===== config.mk =====
export PLATFORM = sky130hd
export DESIGN_NAME = vga_pong_renderer
export DESIGN_NICKNAME = d
export VERILOG_FILES = /design/src/rtl/vga_pong_renderer.sv
export SDC_FILE = /design/constraint.sdc
export NUM_CORES = 1
export LEC_CHECK = 0
export BUFFER_PORTS_ARGS = -buffer_cell sky130_fd_sc_hd__buf_4
export CORE_UTILIZATION = 30
export DETAILED_ROUTE_END_ITERATION = 10
export SETUP_SLACK_MARGIN = 0.15
export SYNTH_ARGS = -nofsm -noshare
export SYNTH_HDL_FRONTEND = slang
export SYNTH_SLANG_ARGS = --single-unit

===== constraint.sdc =====
create_clock -name clk_100MHz -period 5.1 [get_ports clk_100MHz]
set_input_delay 0.255 -clock clk_100MHz [delete_from_list [all_inputs] [get_ports clk_100MHz]]
set_output_delay 0.255 -clock clk_100MHz [all_outputs]
set_load 0.05 [all_outputs]

===== src/rtl/vga_pong_renderer.sv =====
`default_nettype none
// ============================================================================
//  Module      : vga_pong_renderer
//  Description : Pong pixel generator behind a 640x480 VGA timing controller.
//                Draws a left wall, a button-driven paddle and a bouncing
//                ball. Game state advances once per frame at the start of
//                vertical blank. RGB and syncs are registered on p_tick.
//  Revision    : 1.0 - initial release
// ============================================================================
module vga_pong_renderer #(
    parameter int HD      = 640,
    parameter int VD      = 480,
    parameter int WALL_X0 = 32,
    parameter int WALL_X1 = 39,
    parameter int PAD_X0  = 600,
    parameter int PAD_X1  = 603,
    parameter int PAD_H   = 72,
    parameter int PAD_V   = 3,
    parameter int BALL_SZ = 8,
    parameter int BALL_V  = 2
) (
    input  logic        clk_100MHz,
    input  logic        reset_n,
    input  logic        p_tick,
    input  logic        video_on,
    input  logic [9:0]  x,
    input  logic [9:0]  y,
    input  logic        hsync_in,
    input  logic        vsync_in,
    input  logic        btn_up,
    input  logic        btn_dn,
    output logic [11:0] rgb,
    output logic        hsync,
    output logic        vsync,
    output logic        frame_tick,
    output logic [7:0]  hit_count,
    output logic [3:0]  miss_count
);

    // 11-bit copies of the geometry so sums never overflow
    localparam logic [10:0] c_hd         = 11'(HD);
    localparam logic [10:0] c_vd         = 11'(VD);
    localparam logic [10:0] c_wall_x0    = 11'(WALL_X0);
    localparam logic [10:0] c_wall_x1    = 11'(WALL_X1);
    localparam logic [10:0] c_pad_x0     = 11'(PAD_X0);
    localparam logic [10:0] c_pad_x1     = 11'(PAD_X1);
    localparam logic [10:0] c_pad_h      = 11'(PAD_H);
    localparam logic [10:0] c_pad_v      = 11'(PAD_V);
    localparam logic [10:0] c_ball_sz    = 11'(BALL_SZ);
    localparam logic [10:0] c_ball_v     = 11'(BALL_V);
    localparam logic [10:0] c_ball_y_max = c_vd - c_ball_sz;
    localparam logic [10:0] c_pad_y_max  = c_vd - c_pad_h;
    // Centred start positions: ball (316,236), paddle top 204
    localparam logic [9:0]  c_ball_x_rst = 10'((HD - BALL_SZ) / 2);
    localparam logic [9:0]  c_ball_y_rst = 10'((VD - BALL_SZ) / 2);
    localparam logic [9:0]  c_pad_y_rst  = 10'((VD - PAD_H) / 2);

    localparam logic [11:0] c_col_black = 12'h000;
    localparam logic [11:0] c_col_ball  = 12'hF00;
    localparam logic [11:0] c_col_pad   = 12'h0F0;
    localparam logic [11:0] c_col_wall  = 12'h00F;
    localparam logic [11:0] c_col_bg    = 12'hFFF;

    logic        r_up_s1, r_up_s2, r_dn_s1, r_dn_s2;
    logic        r_frame_tick;
    logic [9:0]  r_ball_x, r_ball_y, r_pad_y;
    logic        r_dx_pos, r_dy_pos;
    logic [7:0]  r_hit_count;
    logic [3:0]  r_miss_count;
    logic [11:0] r_rgb;
    logic        r_hsync, r_vsync;

    logic [10:0] w_bx, w_by, w_pad, w_x, w_y;
    logic        w_miss, w_pad_rows, w_pad_hit, w_wall_hit, w_top, w_bot;
    logic [9:0]  w_ball_x_nxt, w_ball_y_nxt, w_pad_y_nxt;
    logic [9:0]  w_bx_mv, w_by_mv;
    logic [10:0] w_pad_dn;
    logic        w_dx_nxt, w_dy_nxt;
    logic [7:0]  w_hit_nxt;
    logic [3:0]  w_miss_nxt;
    logic        w_in_ball, w_in_pad, w_in_wall;
    logic [11:0] w_rgb;

    assign w_bx  = {1'b0, r_ball_x};
    assign w_by  = {1'b0, r_ball_y};
    assign w_pad = {1'b0, r_pad_y};
    assign w_x   = {1'b0, x};
    assign w_y   = {1'b0, y};

    // Collision predicates on the pre-update ball and paddle positions
    assign w_miss     = w_bx > (c_hd - c_ball_sz);
    assign w_pad_rows = (w_by <= w_pad + c_pad_h - 11'd1) &&
                        (w_by + c_ball_sz - 11'd1 >= w_pad);
    assign w_pad_hit  = r_dx_pos && (w_bx + c_ball_sz - 11'd1 >= c_pad_x0) &&
                        (w_bx <= c_pad_x1) && w_pad_rows;
    assign w_wall_hit = w_bx <= c_wall_x1 + 11'd1;
    assign w_top      = w_by <= c_ball_v;
    assign w_bot      = w_by + c_ball_sz >= c_vd - c_ball_v;

    // Resolve bounces in priority order, then step the ball
    always_comb begin
        w_ball_x_nxt = r_ball_x;
        w_ball_y_nxt = r_ball_y;
        w_dx_nxt     = r_dx_pos;
        w_dy_nxt     = r_dy_pos;
        w_hit_nxt    = r_hit_count;
        w_miss_nxt   = r_miss_count;
        w_bx_mv      = r_ball_x;
        w_by_mv      = r_ball_y;
        if (w_miss) begin
            w_ball_x_nxt = c_ball_x_rst;
            w_ball_y_nxt = c_ball_y_rst;
            w_dx_nxt     = 1'b0;
            if (r_miss_count != 4'hF) begin
                w_miss_nxt = r_miss_count + 4'd1;
            end
        end else begin
            if (w_pad_hit) begin
                w_dx_nxt  = 1'b0;
                w_hit_nxt = r_hit_count + 8'd1;
            end else if (w_wall_hit) begin
                w_dx_nxt = 1'b1;
            end
            if (w_top) begin
                w_dy_nxt = 1'b1;
            end else if (w_bot) begin
                w_dy_nxt = 1'b0;
            end
            if (w_dx_nxt) begin
                w_bx_mv = 10'(w_bx + c_ball_v);
            end else if (w_bx >= c_ball_v) begin
                w_bx_mv = 10'(w_bx - c_ball_v);
            end else begin
                w_bx_mv = '0;
            end
            if (w_dy_nxt) begin
                w_by_mv = 10'(w_by + c_ball_v);
            end else if (w_by >= c_ball_v) begin
                w_by_mv = 10'(w_by - c_ball_v);
            end else begin
                w_by_mv = '0;
            end
            if ({1'b0, w_by_mv} > c_ball_y_max) begin
                w_by_mv = c_ball_y_max[9:0];
            end
            w_ball_x_nxt = w_bx_mv;
            w_ball_y_nxt = w_by_mv;
        end
    end

    // Paddle step: exactly one button moves it, clamped to the screen
    always_comb begin
        w_pad_y_nxt = r_pad_y;
        w_pad_dn    = w_pad + c_pad_v;
        if (r_up_s2 && !r_dn_s2) begin
            if (w_pad >= c_pad_v) begin
                w_pad_y_nxt = 10'(w_pad - c_pad_v);
            end else begin
                w_pad_y_nxt = '0;
            end
        end else if (r_dn_s2 && !r_up_s2) begin
            if (w_pad_dn > c_pad_y_max) begin
                w_pad_y_nxt = c_pad_y_max[9:0];
            end else begin
                w_pad_y_nxt = w_pad_dn[9:0];
            end
        end
    end

    // Object membership of the current pixel and colour priority
    assign w_in_ball = (w_x >= w_bx) && (w_x < w_bx + c_ball_sz) &&
                       (w_y >= w_by) && (w_y < w_by + c_ball_sz);
    assign w_in_pad  = (w_x >= c_pad_x0) && (w_x <= c_pad_x1) &&
                       (w_y >= w_pad) && (w_y < w_pad + c_pad_h);
    assign w_in_wall = (w_x >= c_wall_x0) && (w_x <= c_wall_x1);

    // Pick the pixel colour; blanking wins over every object
    always_comb begin
        w_rgb = c_col_bg;
        if (!video_on) begin
            w_rgb = c_col_black;
        end else if (w_in_ball) begin
            w_rgb = c_col_ball;
        end else if (w_in_pad) begin
            w_rgb = c_col_pad;
        end else if (w_in_wall) begin
            w_rgb = c_col_wall;
        end
    end

    // Two-flop synchronisers for the asynchronous push-buttons
    always_ff @(posedge clk_100MHz) begin
        if (!reset_n) begin
            r_up_s1 <= 1'b0;
            r_up_s2 <= 1'b0;
            r_dn_s1 <= 1'b0;
            r_dn_s2 <= 1'b0;
        end else begin
            r_up_s1 <= btn_up;
            r_up_s2 <= r_up_s1;
            r_dn_s1 <= btn_dn;
            r_dn_s2 <= r_dn_s1;
        end
    end

    // Game state advances only on the once-per-frame tick
    always_ff @(posedge clk_100MHz) begin
        if (!reset_n) begin
            r_ball_x     <= c_ball_x_rst;
            r_ball_y     <= c_ball_y_rst;
            r_dx_pos     <= 1'b1;
            r_dy_pos     <= 1'b1;
            r_pad_y      <= c_pad_y_rst;
            r_hit_count  <= '0;
            r_miss_count <= '0;
        end else if (r_frame_tick) begin
            r_ball_x     <= w_ball_x_nxt;
            r_ball_y     <= w_ball_y_nxt;
            r_dx_pos     <= w_dx_nxt;
            r_dy_pos     <= w_dy_nxt;
            r_pad_y      <= w_pad_y_nxt;
            r_hit_count  <= w_hit_nxt;
            r_miss_count <= w_miss_nxt;
        end
    end

    // Pixel pipeline: colour and syncs share one p_tick-enabled stage
    always_ff @(posedge clk_100MHz) begin
        if (!reset_n) begin
            r_rgb        <= '0;
            r_hsync      <= 1'b0;
            r_vsync      <= 1'b0;
            r_frame_tick <= 1'b0;
        end else begin
            r_frame_tick <= p_tick && (w_x == 11'd0) && (w_y == c_vd);
            if (p_tick) begin
                r_rgb   <= w_rgb;
                r_hsync <= hsync_in;
                r_vsync <= vsync_in;
            end
        end
    end

    assign rgb        = r_rgb;
    assign hsync      = r_hsync;
    assign vsync      = r_vsync;
    assign frame_tick = r_frame_tick;
    assign hit_count  = r_hit_count;
    assign miss_count = r_miss_count;

endmodule
`default_nettype wire

==> flow_summary.yaml, run 1 <==
detailed_routing:
  wl_met2_um: 8450
  top_layer_used: "met4"
  via_per_inst: 5.43
  routed_wl_um: 18500
  m1WireLength_um: 9050
  first_pass_iters: 5
  drc: 0
  dr.first_iter.drc_count: 421
  wl_met3_um: 760
  vias: 6258
  wl_per_cell_um: 16.0
  ant_nets: 0
sta:
  rsz0062_at_grt: "false"
  final-max-slew-violation-count: 0
  finalCritPeriodShare_pct: 87.3
  fin_worst_skew_ns: 0.0109
  min_period_ns: 4.45
  finalHoldViolCount: 0
  maxSlewHeadroom_pct: 43.6
  setup-tns-final_ns: 0
  worst_pin_slew_ns: 0.843
  fmax_ghz: 0.225
  setup_violations: 0
synth:
  synth_edf_count: 0
  ys_top_cells_by_count: "98 x ha_1, 72 x nand2_1, 72 x nor2_1, 55 x o21ai_0, 54 x inv_1"
  yosys_warnings: 0
  synth_area_leader_cell: "ha_1"
  synth.top_cells.by_area: "ha_1 19%, dfxtp_1 16%, xnor2_1 6.4%"
  ys_ff_latch: 53
  ys_types: 74
  synth_cells: 865
  synth_seq_area_share_pct: 16.4
  ys_async_sr_fraction_pct: 0
  syn-num-nets: 991
  yosysMostFrequentCell: "ha_1"
  avgSynthCellArea_sq_um: 7.48
  ys.flop_type: "dfxtp_1"
  netlist.area_leader.share_pct: 18.9
  netlist_area_sq_um: 6470
placed_design:
  place_inst: 1145
  gp_congestion: 0.912
  portBuffers: 54
  hpwl_um: 14300
grt:
  grt_util_all_layers_pct: 16.9
  grt.overflow.total: 0
  grt_pass1_vias: 5581
  grt_max_degree: 36
  antenna_found_initial: 0
  grt_pass1_wl_um: 30000
cts:
  clk_pin_slew_worst_paths_ns: 0.08
  htree_levels: 2
  hold_buffers: 0
  cts.sinks: 53
  clock-root-buffer: "clkbuf_16"
  cts_tree: "done"
  clockBufferDepth: 2
  clk_latency_ns: 0.31
  cts_resized: 0
  cts_buffers: 5
  post-cts-setup-buffers: 0
die:
  start_util_pct: 30.7
  dieArea_sq_um: 22200
  rows: 53
  die_w_um: 149
  die_height_um: 149
  ioPinCount: 55
  core_region_area_sq_um: 21100
setup_path:
  end_kind: "register"
  cp_max_fo: 16
  cp.required_ns: 5.30
  crit_path_max_incr_delay_ns: 0.65
  cp.arrival_ns: 4.65
  startpoint_type: "register"
  crit_path_cell_trace: "inv_1, ha_1, inv_1, nand4_1, maj3_1, nand2_1, xnor2_1, ha_1, a21o_1, a21oi_1, o21ai_0, o31ai_1, o221a_2, o31ai_4, nor3_1, buf_4, and3_1, nand4_1, mux2i_1"
  critPathKind: "register to register"
  cpMaxStageDelayCell: "dfxtp_1"
final_layout:
  syn_to_final_growth_pct: 10.8
  final_cells: 1152
  drive_gt1_share_pct: 9.58
  antenna_cells: 0
  nets: 1003
status:
  status: "finished clean"
flow_run:
  cap_violations: 0
power:
  finalPower_mw: 1.05
  vdd_drop_max_mv: 0.117
  leakagePower_nw: 3.02
  p_clk_share_pct: 39.1
  internal-power_uw: 731
  power.density_nw_per_um2: 146
  p_seq_share_pct: 40.8
  pwr-share-comb_pct: 20.0
  netSwitchingFraction_pct: 30.1
  p_sw_uw: 314
worst_hold_path:
  hp-class: "primary input to register"
power by group through the flow:
stage	sequential (mW)	combinational [mW]	clock, mW
2_1_floorplan	0.440	0.140	0
3_3_place_gp	0.436	0.207	0
3_5_place_dp	0.437	0.208	0
4_1_cts	0.427	0.209	0.422
5_1_grt	0.428	0.231	0.436
6_report	0.427	0.209	0.409
cell families (layout without fill, tap and decap cells):
kind of cell / count (synthesis) / after routing / share of synthesized area, %
adders and majority gates: 99 / 99 / 19.1
muxes: 13 / 13 / 2.07
AOI/OAI and AO/OA: 224 / 224 / 23.3
DFF: 53 / 53 / 16.4
xor gates and xnor gates: 54 / 54 / 7.71
and+or+nand+nor: 308 / 308 / 24.0
buffers and inverters: 114 / 126 / 7.44
cell type report:
cell class	count	area, sq um
clock buffers	5	125
inverters	59	221
clock inverters	2	38.8
fillers	2322	13900
flip-flops and latches	53	1060
multi-input cells	698	4930
well taps	275	344
repair buffers	60	450
cell usage in the layout (no fill, tap or decap), types with 6 or more instances in the layout:
master	synthesis	final
o22ai_1	7	7
nor2_1	72	72
o2111ai_1	8	8
a21oi_1	52	52
o211ai_1	7	7
a31oi_1	15	15
nor2b_1	9	9
a21o_1	11	11
a211oi_1	7	7
nand4_1	17	17
nor3_1	31	31
a311oi_1	7	7
a211o_1	8	8
nor4_1	6	6
nand2b_1	14	14
and2_1	10	10
o21ai_0	55	55
buf_4	9	60
inv_1	54	54
mux2i_1	12	12
and3_1	12	12
o31ai_1	6	6
nand2_1	72	72
nand3_1	29	29
o21a_1	10	10
dfxtp_1	53	53
ha_1	98	98
xnor2_1	47	47
worst max-delay path: cells and delay by family (launching register included):
kind                       cells  cell delay, ns
AOI/OAI and AO/OA              6            1.10
adders and majority gates      3            0.99
and+or+nand+nor                5            0.80
DFF                            1            0.65
buffers and inverters          3            0.55
muxes                          1            0.13
xor gates and xnor gates       1            0.12
metal layers:
metal / up-vias / GRT usage (%)
li1: 3138 / -
met1: 2958 / 23.8
met2: 147 / 27.3
met3: 15 / 2.29
met4: 0 / 3.42
met5: - / 0
sequential cells by signal, summed over array words and instances, names as in the netlist:
signal,cells
frame_tick,1
hit_count,8
hsync,1
miss_count,4
r_ball_x,9
r_ball_y,10
r_dn_s1,1
r_dn_s2,1
r_dx_pos,1
r_dy_pos,1
r_pad_y,10
r_up_s1,1
r_up_s2,1
rgb,3
vsync,1
path summary, 6_finish.rpt:
kind                            startpoint           end  slack, ns  depth (start not counted)
worst min register to register     r_dn_s1       r_dn_s2       0.44                          1
worst max register to register  r_pad_y[3]  hit_count[5]       0.65                         19
worst max-delay path            r_pad_y[3]  hit_count[5]       0.65                         19
worst min-delay path                btn_dn       r_dn_s1       0.16                          2
through the flow:
step / setup WS [ns] / utilization [%] / hold WS, ns / area, sq um
after floorplan: 0.892 / - / 0.382 / 6470
after global placement: 0.759 / 33.2 / 0.415 / 7010
after detailed placement: 0.645 / 33.2 / 0.423 / 7010
after CTS: 0.630 / 34.0 / 0.146 / 7170
after global routing: 0.196 / 34.0 / 0.162 / 7170
final: 0.649 / 34.0 / 0.159 / 7170
No activity file was read; power rests on OpenSTA's default activity.
==> run 2: changes to the inputs <==
- MAX_ROUTING_LAYER: default -> met4
- clock period: 5.1 -> 4.3 ns (I/O delays scaled with it)
==> run 2 against run 1 <==
Net effect: clock power grew 9.0%; die area unchanged; cell count rose by 3.0%; sequential power is 18% higher; non-clock buffer count increased by 34; critical path depth is 4 lower; hold slack lost 0.046 ns; total power rose by 16%; highest routed layer unchanged.
==> flow_summary.yaml, run 2 (same netlist as run 1, synthesis figures left out) <==
status:
  status: "finished clean"
sta:
  finalCritPeriodShare_pct: 91.9
  final-max-slew-violation-count: 0
  finalHoldViolCount: 0
  setup_violations: 0
  setup-tns-final_ns: 0
  rsz0062_at_grt: "false"
  fin_worst_skew_ns: 0.00719
  maxSlewHeadroom_pct: 41.2
  finalWorstSetupSlack_ns: 0.350
  worst_pin_slew_ns: 0.874
  min_period_ns: 3.95
  fmax_ghz: 0.253
final_layout:
  antenna_cells: 0
  multi_input_area_sq_um: 4960
  final_cells: 1187
  drive_gt1_share_pct: 13.7
  final_util_pct: 35.3
  seqCellArea_sq_um: 1070
  fillCellCount: 2238
  nets: 1037
  mostFrequentLayoutCells: "98 x ha_1, 94 x buf_4, 72 x nand2_1, 72 x nor2_1, 55 x o21ai_0"
  syn_to_final_growth_pct: 15.2
  largest_registers: "r_ball_y x10, r_pad_y x10, r_ball_x x9"
  final_common_cell: "ha_1"
power:
  leakagePower_nw: 3.19
  vdd_drop_max_mv: 0.179
  power.density_nw_per_um2: 163
  finalPower_mw: 1.21
die:
  start_util_pct: 30.7
  dieArea_sq_um: 22200
  die_w_um: 149
  rows: 53
  core_region_area_sq_um: 21100
  die_height_um: 149
  ioPinCount: 55
cts:
  cts_buffers: 5
  clk_pin_slew_worst_paths_ns: 0.07
  cts.sinks: 53
  clk_latency_ns: 0.31
  cts_tree: "done"
  clockBufferDepth: 2
  hold_buffers: 0
  htree_levels: 2
  clock-root-buffer: "clkbuf_16"
setup_path:
  critPathKind: "register to register"
  end_kind: "register"
  cp_max_fo: 8
  cp.required_ns: 4.50
  startpoint_type: "register"
  cp.arrival_ns: 4.15
detailed_routing:
  wl_per_cell_um: 16.2
  vias: 6393
  first_pass_iters: 7
  dr.first_iter.drc_count: 393
  via_per_inst: 5.39
  ant_nets: 0
  drc: 0
  routed_wl_um: 19200
grt:
  grt_pass1_wl_um: 31700
  grt_max_degree: 36
  grt_util_all_layers_pct: 18.4
  antenna_found_initial: 0
  grt.overflow.total: 0
  grt_pass1_vias: 6084
placed_design:
  pre_cts_slack_ns: 0.222
  place_inst: 1174
  gp_congestion: 0.901
  hpwl_um: 15000
  portBuffers: 54
worst_hold_path:
  hp-class: "primary input to register"
flow_run:
  cap_violations: 0
## run 2: repair_timing
| action | in CTS | in global routing |
|---|---|---|
| gates resized for setup | 0 | 7 |
| endpoints found under the setup margin | 0 | 15 |
| setup buffers | 0 | 5 |
## run 2: per-stage QoR
step	hold WS, ns	area, sq um
global route	0.107	7450
floorplan	0.342	6480
CTS	0.106	7380
detailed placement	0.421	7230
global placement	0.413	7230
finish	0.113	7450
## run 2: worst paths after layout
path | depth (start not counted) | end | slack [ns] | start
min reg2reg | 1 | r_dn_s2 | 0.44 | r_dn_s1
max | 15 | r_ball_x[7] | 0.35 | r_ball_y[4]
min | 2 | r_up_s1 | 0.11 | btn_up
max reg2reg | 15 | r_ball_x[7] | 0.35 | r_ball_y[4]
## run 2: report_power, final
group          total (mW)  switching, mW  internal [mW]
Sequential          0.503        0.00691          0.496
Clock               0.446          0.211          0.235
Combinational       0.263          0.162          0.101
## run 2: cell type report
class / instances / share of cell area [%]
clock buffers: 6 / 1.86
clock inverters: 2 / 0.218
inverters: 59 / 2.97
multi-input cells: 698 / 66.6
flip-flops and latches: 53 / 14.3
well taps: 275 / 4.62
repair buffers: 94 / 9.47
## run 2: per-layer routing
layer / wire, um / share of wire (%) / vias to the layer above / GRT usage, %
met5: 0 / 0 / - / -
met2: 8620 / 45 / 170 / 29.4
met3: 792 / 4.1 / 24 / 1.87
li1: - / - / 3211 / -
met1: 9500 / 49 / 2988 / 24.7
met4: 330 / 1.7 / 0 / 4.74
## run 2: worst max-delay path: stages, from the launching register on
cell and delay [ns]:
dfxtp_1 0.45, buf_4 0.20, inv_1 0.06, ha_1 0.33, nor3b_2 0.24, nand3_1 0.15, xnor2_1 0.16, ha_1 0.30
a211o_1 0.31, a211oi_1 0.21, a21oi_1 0.14, o31ai_4 0.41, o21bai_4 0.11, and2_4 0.18, a221o_1 0.34, a32o_1 0.24
==> run 3: changes to the inputs <==
- ABC_AREA: default -> 1
==> run 3 against run 2 <==
Net effect: clock power fell by 4%; global-route usage decreased by 0.31 points; area after synthesis fell by 0.66%; cell area is 3.5% lower; first-iteration DRC count rose by 54%; sequential share of layout area rose by 0.45 points; sequential power is 1% lower; hold slack worse by 0.026 ns; total power fell by 11%; die area fell by 0.65%; via count increased by 1.4%; non-clock buffer count down 33.
==> flow_summary.yaml, run 3 <==
setup_path:
  cp.arrival_ns: 3.51
  reg2regPathDepth: 22
  r2r_slack_ns: 1.0
  rr_startpoint: "r_ball_y[1]"
  crit_cells: 22
  crit_path_cell_trace: "inv_1, ha_1, nand2_1, nor2_1, nand2_1, nor2_2, xnor2_1, ha_1, nand2_1, nor2_1, nand2_1, nand2_1, nand2_1, nand3b_1, nand2_1, nand2_1, nand2_1, a21oi_2, nand2_4, nor2_8, nand3_1, and3_1"
  crit_path_max_incr_delay_ns: 0.56
  startpoint_type: "register"
  cpMaxStageDelayCell: "dfxtp_1"
  cpLargestDelayFamily: "simple AND/OR/NAND/NOR gates"
  rr_endpoint: "hit_count[5]"
  cp_num_buf_inv: 1
  cp.required_ns: 4.51
  cp_max_fo: 10
  critPathKind: "register to register"
  crit_top_cell: "nand2_1"
  end_kind: "register"
final_layout:
  largest_registers: "r_ball_y x10, r_pad_y x10, r_ball_x x9"
  nets: 1155
  antenna_cells: 0
  final_cells: 1305
  mostFrequentLayoutCells: "251 x nand2_1, 104 x inv_1, 98 x ha_1, 87 x nor2_1, 78 x nand3_1"
  syn_to_final_growth_pct: 11.9
  final_common_cell: "nand2_1"
  drive_gt1_share_pct: 11.7
cts:
  post-cts-setup-buffers: 0
  hold_buffers: 0
  cts_tree: "done"
  htree_levels: 2
  clk_pin_slew_worst_paths_ns: 0.07
  clock-root-buffer: "clkbuf_16"
  cts.sinks: 53
  clk_latency_ns: 0.31
  clockBufferDepth: 2
  cts_buffers: 5
  cts_resized: 0
sta:
  setup-tns-final_ns: 0
  final-max-slew-violation-count: 0
  finalCritPeriodShare_pct: 76.8
  fmax_ghz: 0.303
  setup_violations: 0
  min_period_ns: 3.30
  fin_worst_skew_ns: 0.00344
  maxSlewHeadroom_pct: 34.2
  finalHoldViolCount: 0
  rsz0062_at_grt: "false"
  worst_pin_slew_ns: 0.979
die:
  start_util_pct: 30.6
  dieArea_sq_um: 22000
  rows: 53
  ioPinCount: 55
  die_height_um: 148
  die_w_um: 148
  core_region_area_sq_um: 21000
synth:
  ys.flop_type: "dfxtp_1"
  ys_top_cells_by_count: "251 x nand2_1, 104 x inv_1, 98 x ha_1, 87 x nor2_1, 78 x nand3_1"
  ys_ff_latch: 53
  syn-num-nets: 1117
  netlist.area_leader.share_pct: 19.1
  synth.top_cells.by_area: "ha_1 19%, dfxtp_1 17%, nand2_1 15%"
  synth_cells: 991
  synth_seq_area_share_pct: 16.5
  yosysMostFrequentCell: "nand2_1"
  avgSynthCellArea_sq_um: 6.49
  netlist_area_sq_um: 6430
  yosys_warnings: 0
  synth_area_leader_cell: "ha_1"
  ys_types: 52
  ys_async_sr_fraction_pct: 0
  synth_edf_count: 0
detailed_routing:
  first_pass_iters: 5
  routed_wl_um: 18700
  drc: 0
  vias: 6480
  wl_per_cell_um: 14.4
  ant_nets: 0
  via_per_inst: 4.97
  dr.first_iter.drc_count: 605
worst_hold_path:
  min_from: "btn_dn"
  hp-class: "primary input to register"
  hold_end: "r_dn_s1"
  min_path_cells: 3
power:
  finalPower_mw: 1.08
  power.density_nw_per_um2: 150
  p_sw_uw: 308
  p_seq_share_pct: 46.2
  p_clk_share_pct: 39.6
  vdd_drop_max_mv: 0.138
  internal-power_uw: 771
  netSwitchingFraction_pct: 28.6
  pwr-share-comb_pct: 14.2
  leakagePower_nw: 3.45
placed_design:
  portBuffers: 54
  hpwl_um: 14900
  place_inst: 1297
  gp_congestion: 0.927
grt:
  grt_max_degree: 31
  grt_pass1_vias: 6017
  grt_pass1_wl_um: 30700
  antenna_found_initial: 0
  grt_util_all_layers_pct: 18.1
  grt.overflow.total: 0
flow_run:
  cap_violations: 0
status:
  status: "finished clean"
==> run 3: worst register-to-register path: stages, from the launching register on <==
cell	delay (ns)
dfxtp_1	0.56
inv_1	0.24
ha_1	0.27
nand2_1	0.09
nor2_1	0.04
nand2_1	0.11
nor2_2	0.05
xnor2_1	0.13
ha_1	0.29
nand2_1	0.07
nor2_1	0.14
nand2_1	0.07
nand2_1	0.06
nand2_1	0.05
nand3b_1	0.08
nand2_1	0.05
nand2_1	0.07
nand2_1	0.06
a21oi_2	0.20
nand2_4	0.16
nor2_8	0.18
nand3_1	0.08
and3_1	0.16
==> run 3: logic make-up (layout without fill, tap and decap cells) <==
kind of cell	Yosys count	after routing	synth area share, %
compound gates	152	152	13.3
buf+inv	144	183	9.56
simple gates	499	499	35.5
fa+ha+maj	98	98	19.1
xor+xnor	45	45	6.13
flops	53	53	16.5
==> run 3: worst max-delay path by stage <==
stage                startpoint           end  slack (ns)
floorplan           r_ball_y[3]  hit_count[5]        1.40
global placement    r_ball_y[1]  hit_count[5]        1.09
detailed placement   r_pad_y[3]  hit_count[5]        1.05
CTS                 r_ball_y[1]  hit_count[5]        1.03
global route         r_pad_y[3]  hit_count[0]        0.48
finish              r_ball_y[1]  hit_count[5]         1.0
==> run 3: layout make-up <==
| class | instances | area, sq um |
|---|---|---|
| Sequential cell | 53 | 1060 |
| Timing Repair Buffer | 61 | 458 |
| Fill cell | 2260 | 13800 |
| Multi-Input combinational cell | 794 | 4750 |
| Clock inverter | 3 | 25.0 |
| Tap cell | 275 | 344 |
| Inverter | 114 | 428 |
| Clock buffer | 5 | 125 |
==> run 3: per-stage QoR <==
stage / setup WS [ns] / hold WS (ns) / utilization, % / cell area [sq um]
2_1_floorplan: 1.40 / 0.313 / - / 6430
4_1_cts: 1.03 / 0.0742 / 34.2 / 7190
5_1_grt: 0.476 / 0.0980 / 34.2 / 7190
6_report: 0.996 / 0.0868 / 34.2 / 7190
3_5_place_dp: 1.05 / 0.402 / 33.5 / 7040
3_3_place_gp: 1.09 / 0.392 / 33.5 / 7040
==> run 3: power by group through the flow <==
stage | Sequential (mW) | Clock, mW | Combinational, mW
2_1_floorplan | 0.520 | 0 | 0.0856
4_1_cts | 0.499 | 0.442 | 0.155
5_1_grt | 0.499 | 0.458 | 0.172
6_report | 0.498 | 0.427 | 0.153
3_5_place_dp | 0.510 | 0 | 0.154
3_3_place_gp | 0.510 | 0 | 0.153
==> run 3: layer usage <==
metal  GRT usage [%]  up-vias  wire, um
met2            29.7      157      8660
met1            23.5     2961      8880
met4            4.38        0       256
met3            2.33       21       934
li1                -     3341         -
met5               -        -         0
